`config.mk`:
```
export PLATFORM = sky130hd
export DESIGN_NAME = fifo_rd_adapter
export DESIGN_NICKNAME = d
export VERILOG_FILES = /design/src/rtl/fifo_rd_adapter.sv
export SDC_FILE = /design/constraint.sdc
export NUM_CORES = 1
export LEC_CHECK = 0
export ABC_AREA = 1
export BUFFER_PORTS_ARGS = -buffer_cell sky130_fd_sc_hd__buf_2
export CELL_PAD_IN_SITES_DETAIL_PLACEMENT = 1
export CELL_PAD_IN_SITES_GLOBAL_PLACEMENT = 1
export CORE_UTILIZATION = 35
export CTS_CLUSTER_SIZE = 30
export DETAILED_ROUTE_END_ITERATION = 7
export PLACE_DENSITY = 0.79
export SLEW_MARGIN = 20
export SYNTH_ARGS = -nofsm -noshare
export SYNTH_HDL_FRONTEND = slang
export SYNTH_SLANG_ARGS = --single-unit
```
`constraint.sdc`:
```
create_clock -name clk -period 2.67 [get_ports clk]
set_input_delay 0.267 -clock clk [delete_from_list [all_inputs] [get_ports clk]]
set_output_delay 0.267 -clock clk [all_outputs]
set_load 0.01 [all_outputs]
```
`src/rtl/fifo_rd_adapter.sv`:
```
// Read-side adapter turning a 1-cycle-latency fifoSync into a valid/ready stream via a 2-entry skid buffer.
// Optional FIFO_RD_ADAPTER_CNT_EN adds a 16-bit downstream transfer counter output xferCount.
module fifo_rd_adapter #(
  parameter int unsigned WIDTH = 8
) (
  input  logic             clk,
  input  logic             rstN,
  input  logic             empty,
  output logic             rdEn,
  input  logic [WIDTH-1:0] dataIn,
  output logic             outValid,
  input  logic             outReady,
`ifdef FIFO_RD_ADAPTER_CNT_EN
  output logic [15:0]      xferCount,
`endif
  output logic [WIDTH-1:0] outData
);

  typedef enum logic [1:0] {
    EMPTY = 2'd0,
    ONE   = 2'd1,
    TWO   = 2'd2
  } state_e;

  state_e           state_q, state_d;
  logic             inflight_q, inflight_d;
  logic [WIDTH-1:0] head_q, head_d;
  logic [WIDTH-1:0] spare_q, spare_d;
  logic             xfer;
  logic [2:0]       load;

  assign outValid = (state_q != EMPTY);
  assign outData  = head_q;
  assign xfer     = outValid & outReady;

  // Occupancy after this edge, counting the word already in flight; reset holds off new pops.
  assign load = 3'(state_q) + 3'(inflight_q) - 3'(xfer);
  assign rdEn = rstN & ~empty & (load <= 3'd1);

  // State register
  always_ff @(posedge clk or negedge rstN) begin
    if (!rstN) begin
      state_q    <= EMPTY;
      inflight_q <= 1'b0;
      head_q     <= '0;
      spare_q    <= '0;
    end else begin
      state_q    <= state_d;
      inflight_q <= inflight_d;
      head_q     <= head_d;
      spare_q    <= spare_d;
    end
  end

  // Next-state: promote spare on transfer, land the in-flight word at the tail
  always_comb begin
    state_d    = state_q;
    head_d     = head_q;
    spare_d    = spare_q;
    inflight_d = rdEn;

    if (xfer) head_d = spare_q;

    if (inflight_q) begin
      if ((state_q == EMPTY) || ((state_q == ONE) && xfer)) head_d = dataIn;
      else spare_d = dataIn;
    end

    case (state_q)
      EMPTY: if (inflight_q) state_d = ONE;
      ONE: begin
        if (inflight_q && !xfer) state_d = TWO;
        else if (!inflight_q && xfer) state_d = EMPTY;
      end
      TWO: if (!inflight_q && xfer) state_d = ONE;
      default: state_d = EMPTY;
    endcase
  end

`ifdef FIFO_RD_ADAPTER_CNT_EN
  logic [15:0] xfer_cnt_q, xfer_cnt_d;

  assign xfer_cnt_d = xfer ? (xfer_cnt_q + 16'd1) : xfer_cnt_q;
  assign xferCount  = xfer_cnt_q;

  // Free-running transfer count, wraps naturally at 16 bits
  always_ff @(posedge clk or negedge rstN) begin
    if (!rstN) xfer_cnt_q <= '0;
    else       xfer_cnt_q <= xfer_cnt_d;
  end
`endif

endmodule

```
==> impl_results.md, run 1 <==
* Status: finished clean
* Initial antenna violation count at 0
* Clock transition at the registers of the reported paths at 110 ps
* Worst vdd ir at 566.8 uV
* Fraction of registers with async set/reset at between 90% and 100%
* Vias/cell at 4.733
* CTS Buffer Depth at 2
* Largest net degree at the start of global routing at 21
* Row count at 18
* Syn-to-layout area delta at 28.61%
* Drt initial violations at 4
* Setup TNS Final at 0 ps
* Leak pwr at 0.7121 nW
* Synth Warn # at 0
* Final setup violation count at 0
* Slew @ Worst Pin at roughly 450 ps
* Power per Cell Area at 1138 nW/um2
* Final worst path period share at between 90% and 100%
* Final nets at 173
* Grt ovf at 0
* Crit path largest cell delay at ~540 ps
* IO Count at 22
* Root Buffer: clkbuf_4
* Slew HR at 70.08%
* Post-synth top cells: nand2_1, inv_1, dfrtp_1, nand3_1
* Critical Path RT at 2400 ps
* Starting density of the core at 37.81%
* Delay-heaviest family, CP: adder cells
* TritonCTS Sinks at 19
* CP max FO at 3
* Worst Path Arrival at 2350 ps
* Post-synth top area share at between 40% and 50%
* Synth Flop Type: dfrtp_1
* Vias in the first global route at 896
* Post-synth EDFFs at 0
* Synth Area per Inst at approximately 7.8 um2
* Antenna viol nets, final at 0
* Top-count cell post-synth: nand2_1
* Post-DP HPWL at 1.671 mm
* DIE AREA at 2963 um2
* Syn_nets at 138
* Post-synthesis sequential area ratio at 49.41%
* MaxCap Viol Count at 0
* Final design instance area without fill at 1237 um2
* Chip Width at around 54 um
* Fmax at 0.3822 GHz
* Routed WL per cell at 13.64 um
* Post-synthesis cell area at 962.2 um2
* Slowest cell on crit path: fa_1
* Worst Setup Path Type: flop to output port
* First-pass GRT wire length at about 4.0 mm
* Pins Over Slew Limit at 0
* Post-synthesis cell type count at 17
* CP Launch Type: flop
* Total Wirelength at 2.550 mm
* Port Buffers at 21
* CTS tree: done
* Diode count at 0
* Worst Skew at 5.860 ps
* Yosys top cell by area: dfrtp_1
* H-tree Lvls at 1
* Die Span Y at around 54 um
* Crit path cell chain: inv_4, nand2_4, nand2_4, ha_4, inv_2, ha_4, inv_2, fa_1, nand2_1, nor3_2, buf_2
* Min-Delay Path Class: input port to flop
* Clock buffer count from CTS at 3
* Post-synthesis cell count at 123
* FF+latch count, synth at 19
* Worst setup EP type: output port
* Worst-skew pair later-pin latency at ~300 ps
* Drt first pass iters at 4
* Placed Area at around 1100 um2
* # DRC at 0
* Vias at 885
* Core ar. at 2545 um2
* Final min period at 2616 ps
* GPL Wtd Cong at 0.7281
* Synth area leaders: dfrtp_1, nand2_1, inv_1
* Buf/Inv on CP at 4
* Final hold violation count at 0
* Global Route Usage Sum at 19.52%
* Layout cells sized above 1 at about 30%
[what timing repair did]
item | in CTS | in global routing
setup buffers | 4 | 4
endpoints found under the hold margin | 19 | 0
hold buffers | 1 | 0
gates resized for setup | 4 | 6
pin swaps | 1 | 3
setup endpoints to repair | 1 | 1
[sequential cells by signal (all words and copies together) (netlist names)]
register and flops:
inflight_q 1, outData 8, spare_q 8, state_q 2
[cell usage in the layout, fill, tap and decap left out, types with 2 or more instances in the layout]
cell type | netlist | layout
nand2_1 | 38 | 38
buf_2 | 0 | 21
inv_1 | 23 | 20
dfrtp_1 | 19 | 18
nand3_1 | 13 | 13
buf_4 | 0 | 9
nor2_1 | 8 | 8
a21oi_1 | 8 | 8
inv_2 | 2 | 4
clkbuf_4 | 0 | 3
nand2_4 | 1 | 2
ha_4 | 0 | 2
[logic make-up after synthesis]
logic type      share of synthesized area (%)
simple gates                            29.39
buf+inv                                 10.92
flops                                   49.42
compound gates                          4.681
fa+ha+maj                               4.681
xor+xnor                               0.9104
[power breakdown]
| group | internal [mW] | switching [mW] | leakage (nW) |
|---|---|---|---|
| clock network | 0.0558 | 0.0912 | 0.0177 |
| registers | 0.418 | 0.0650 | 0.208 |
| logic | 0.320 | 0.458 | 0.486 |
| total | 0.794 | 0.615 | 0.712 |
[worst register-to-register path: cells and delay by family, from the launching register on]
kind | cells | cell delay [ps]
AND/OR/NAND/NOR | 4 | 420
buffers and inverters | 4 | 310
adder cells (fa/ha/maj) | 3 | 860
flip-flops | 1 | 450
[final timing paths]
kind | startpoint | endpoint | slack, ps | cells after the start
worst max-delay path | state_q[1] | rdEn | 50 | 11
worst min-delay path | dataIn[0] | outData[0] | 180 | 3
worst max register to register | state_q[1] | inflight_q | 590 | 11
worst min register to register | spare_q[4] | spare_q[4] | 520 | 2
max in group asynchronous | rstN | state_q[1] | 1900 | 2
min in group asynchronous | rstN | outData[5] | 430 | 2
[final cells by class]
class / count / area [um2]
sequential: 19 / 476.7
fill: 340 / 1308
clock inverter: 1 / 5.005
timing repair buffer: 31 / 182.7
inverter: 25 / 96.34
multi-input combinational: 78 / 416.7
clock buffer: 3 / 22.52
tap: 30 / 37.54
[layer usage]
layer	routed length, um	up-vias	GRT usage (%)
met5	0	-	0
met4	24	0	8.974
met3	60	4	3.333
met2	1307	13	33.13
met1	1157	428	23.88
li1	-	440	-
[metrics by stage]
stage / hold slack (ps) / setup slack, ps / instances / total power, mW / util, %
2_1_floorplan: -28.59 / 307.1 / 123 / 0.8990 / -
3_3_place_gp: 233.7 / 327.9 / 174 / 1.058 / 43.26
6_report: 179.1 / 53.83 / 187 / 1.409 / 48.62
4_1_cts: 121.4 / 21.15 / 183 / 1.321 / 46.26
5_1_grt: 172.8 / -20.94 / 187 / 1.527 / 48.62
3_5_place_dp: 234.8 / 139.6 / 174 / 1.112 / 43.26
Power figures use the tool's default switching activity.
==> run 2: changes to the inputs <==
--- a/config.mk
+++ b/config.mk
@@ -12,7 +12,7 @@
 export CORE_UTILIZATION = 35
 export CTS_CLUSTER_SIZE = 30
 export DETAILED_ROUTE_END_ITERATION = 7
-export PLACE_DENSITY = 0.79
+export PLACE_DENSITY_LB_ADDON = 0.1
 export SLEW_MARGIN = 20
 export SYNTH_ARGS = -nofsm -noshare
 export SYNTH_HDL_FRONTEND = slang
==> run 2 against run 1 <==
Effect of this change: register-to-register slack improved by 80 ps; routed wire length is 6.3% lower; flip-flop and latch count unchanged; critical path type unchanged; via count decreased by 0.45%; largest power group unchanged; non-clock buffer count fell by 1; worst hold slack worse by 2.7 ps; maximum frequency is 2.5% higher; critical endpoint unchanged.
==> impl_results.md, run 2 (same netlist as run 1, synthesis figures left out) <==
* Drt initial violations at 8
* Worst Skew at roughly 1.9 ps
* Slew HR at between 80% and 90%
* Worst setup EP type: output port
* Worst Path Arrival at around 2300 ps
* CTS tree: done
* Hold path depth at 3
* Crit path cell chain: inv_4, nand2_4, nand2_2, ha_4, inv_1, ha_2, inv_1, fa_1, nand2_1, nor3_2, buf_2
* Initial antenna violation count at 0
* Final setup violation count at 0
* GPL Wtd Cong at about 0.74
* Placed Area at 1109 um2
* R2r startpoint: state_q[1]
* Drt first pass iters at 4
* Final design instance area without fill at 1214 um2
* Final min period at approximately 2600 ps
* Finished Layout Cells at around 190
* Delay-heaviest family, CP: adder cells
* Vias in the first global route at a little over 800
* Worst Hold Path EP: outData[4]
* Most common cell on crit path: inv_1
* Core ar. at between 2000 and 3000 um2
* First-pass GRT wire length at 3.484 mm
* CTS Buffer Depth at 2
* Final hold violation count at 0
* Most frequent cells in the layout: nand2_1, inv_1, buf_2
* Slowest cell on crit path: fa_1
* Final nets at 172
* Status: finished clean
* Design Power at 1.329 mW
* TritonCTS Sinks at 19
* CP max FO at 4
* Met2 wire len at between 1 and 1.5 mm
* Pins Over Slew Limit at 0
* Grt ovf at 0
* Row count at 18
* Total Wirelength at around 2.4 mm
* Post-DP HPWL at 1.705 mm
* Final worst path period share at 95.59%
* Worst Setup Path Type: flop to output port
* Setup TNS Final at 0 ps
* Post-Route M1 WL at 1.078 mm
* Clock transition at the registers of the reported paths at 110 ps
* DIE AREA at between 2000 and 3000 um2
* Metal3 WL at 74 um
* Port Buffers at 21
* IO Count at 22
* DR top layer: met4
* Capture point of the worst reg-to-reg path: inflight_q
* Crit path largest cell delay at 470 ps
* Largest net degree at the start of global routing at 20
* Buf/Inv on CP at 4
* Worst-skew pair later-pin latency at around 300 ps
* Post-Place Setup Slack at between 200 and 250 ps
* Leak pwr at roughly 0.7 nW
* Antenna viol nets, final at 0
* Reg2Reg Depth at 11
* Power per Cell Area at 1095 nW/um2
* Starting density of the core at 37.81%
* Final core utilization at 47.69%
* Vias/cell at 4.737
* # DRC at 0
* MaxCap Viol Count at 0
* Vias at 881
* Syn-to-layout area delta at 26.14%
* Clock buffer count from CTS at 3
* Setup ws final at 117.8 ps
* Placed cell count at 175
* Die Span Y at 54.43 um
* Routed WL per cell at 12.85 um
* CP Launch Type: flop
* Global Route Usage Sum at 17.30%
* Diode count at 0
* Worst vdd ir at 568.1 uV
* Min-Delay Path Class: input port to flop
* Fillcell total at 322
* Layout cells sized above 1 at between 20% and 30%
* Commonest non-fill, non-tap cell in the layout: nand2_1
* Slew @ Worst Pin at 299.2 ps
* Chip Width at 54.43 um
* Hold wc startpoint: dataIn[4]
* Hold slack final at 176.5 ps
* H-tree Lvls at 1
* Critical Path RT at 2400 ps
* Fmax at 0.3918 GHz
* Root Buffer: clkbuf_4
* Register-to-register setup slack at about 670 ps
==> run 2: cell types whose count changed in the layout (fill, tap and decap cells not counted), sizes merged <==
cell	before	now
buf	30	29
clkbuf	3	4
clkinv	1	0
==> run 2: how the worst max path moves through the flow <==
stage / from / slack [ps] / to / cells past startpoint
CTS: state_q[1] / 2 / rdEn / 11
global placement: state_q[0] / 330 / rdEn / 11
floorplan: state_q[0] / 310 / rdEn / 10
detailed placement: state_q[1] / 240 / rdEn / 11
global route: state_q[1] / -20 / rdEn / 11
finish: state_q[1] / 120 / rdEn / 11
==> run 2: report_power, final <==
part | internal (mW) | switching, mW | leakage (nW)
Combinational | 0.288 | 0.413 | 0.476
Clock | 0.0582 | 0.0924 | 0.0150
Sequential | 0.418 | 0.0595 | 0.208
Total | 0.764 | 0.565 | 0.699
==> run 2: worst min-delay path: stages <==
cell     delay, ps
buf_2           90
nand2_1         50
nand2_1         50
==> run 2: repair_timing <==
action                                  4_1_cts  5_1_grt
pin swaps                                     0        3
endpoints found under the setup margin        1        1
hold buffers                                  1        0
gates resized for setup                       2        4
buffers inserted                              2        4
endpoints found under the hold margin        19        0
==> run 2: final cells by class <==
type | count | area [um2] | area share [%]
timing repair buffer | 30 | 175.2 | 14.43
inverter | 25 | 96.34 | 7.938
sequential | 19 | 476.7 | 39.28
multi-input combinational | 78 | 401.6 | 33.09
tap | 30 | 37.54 | 3.093
clock buffer | 4 | 26.28 | 2.165
==> run 2: metal layers <==
metal / global-route usage (%) / vias up
met5: 0 / -
met4: 7.692 / 0
met3: 2.500 / 4
met2: 31.30 / 17
met1: 19.90 / 420
li1: - / 440
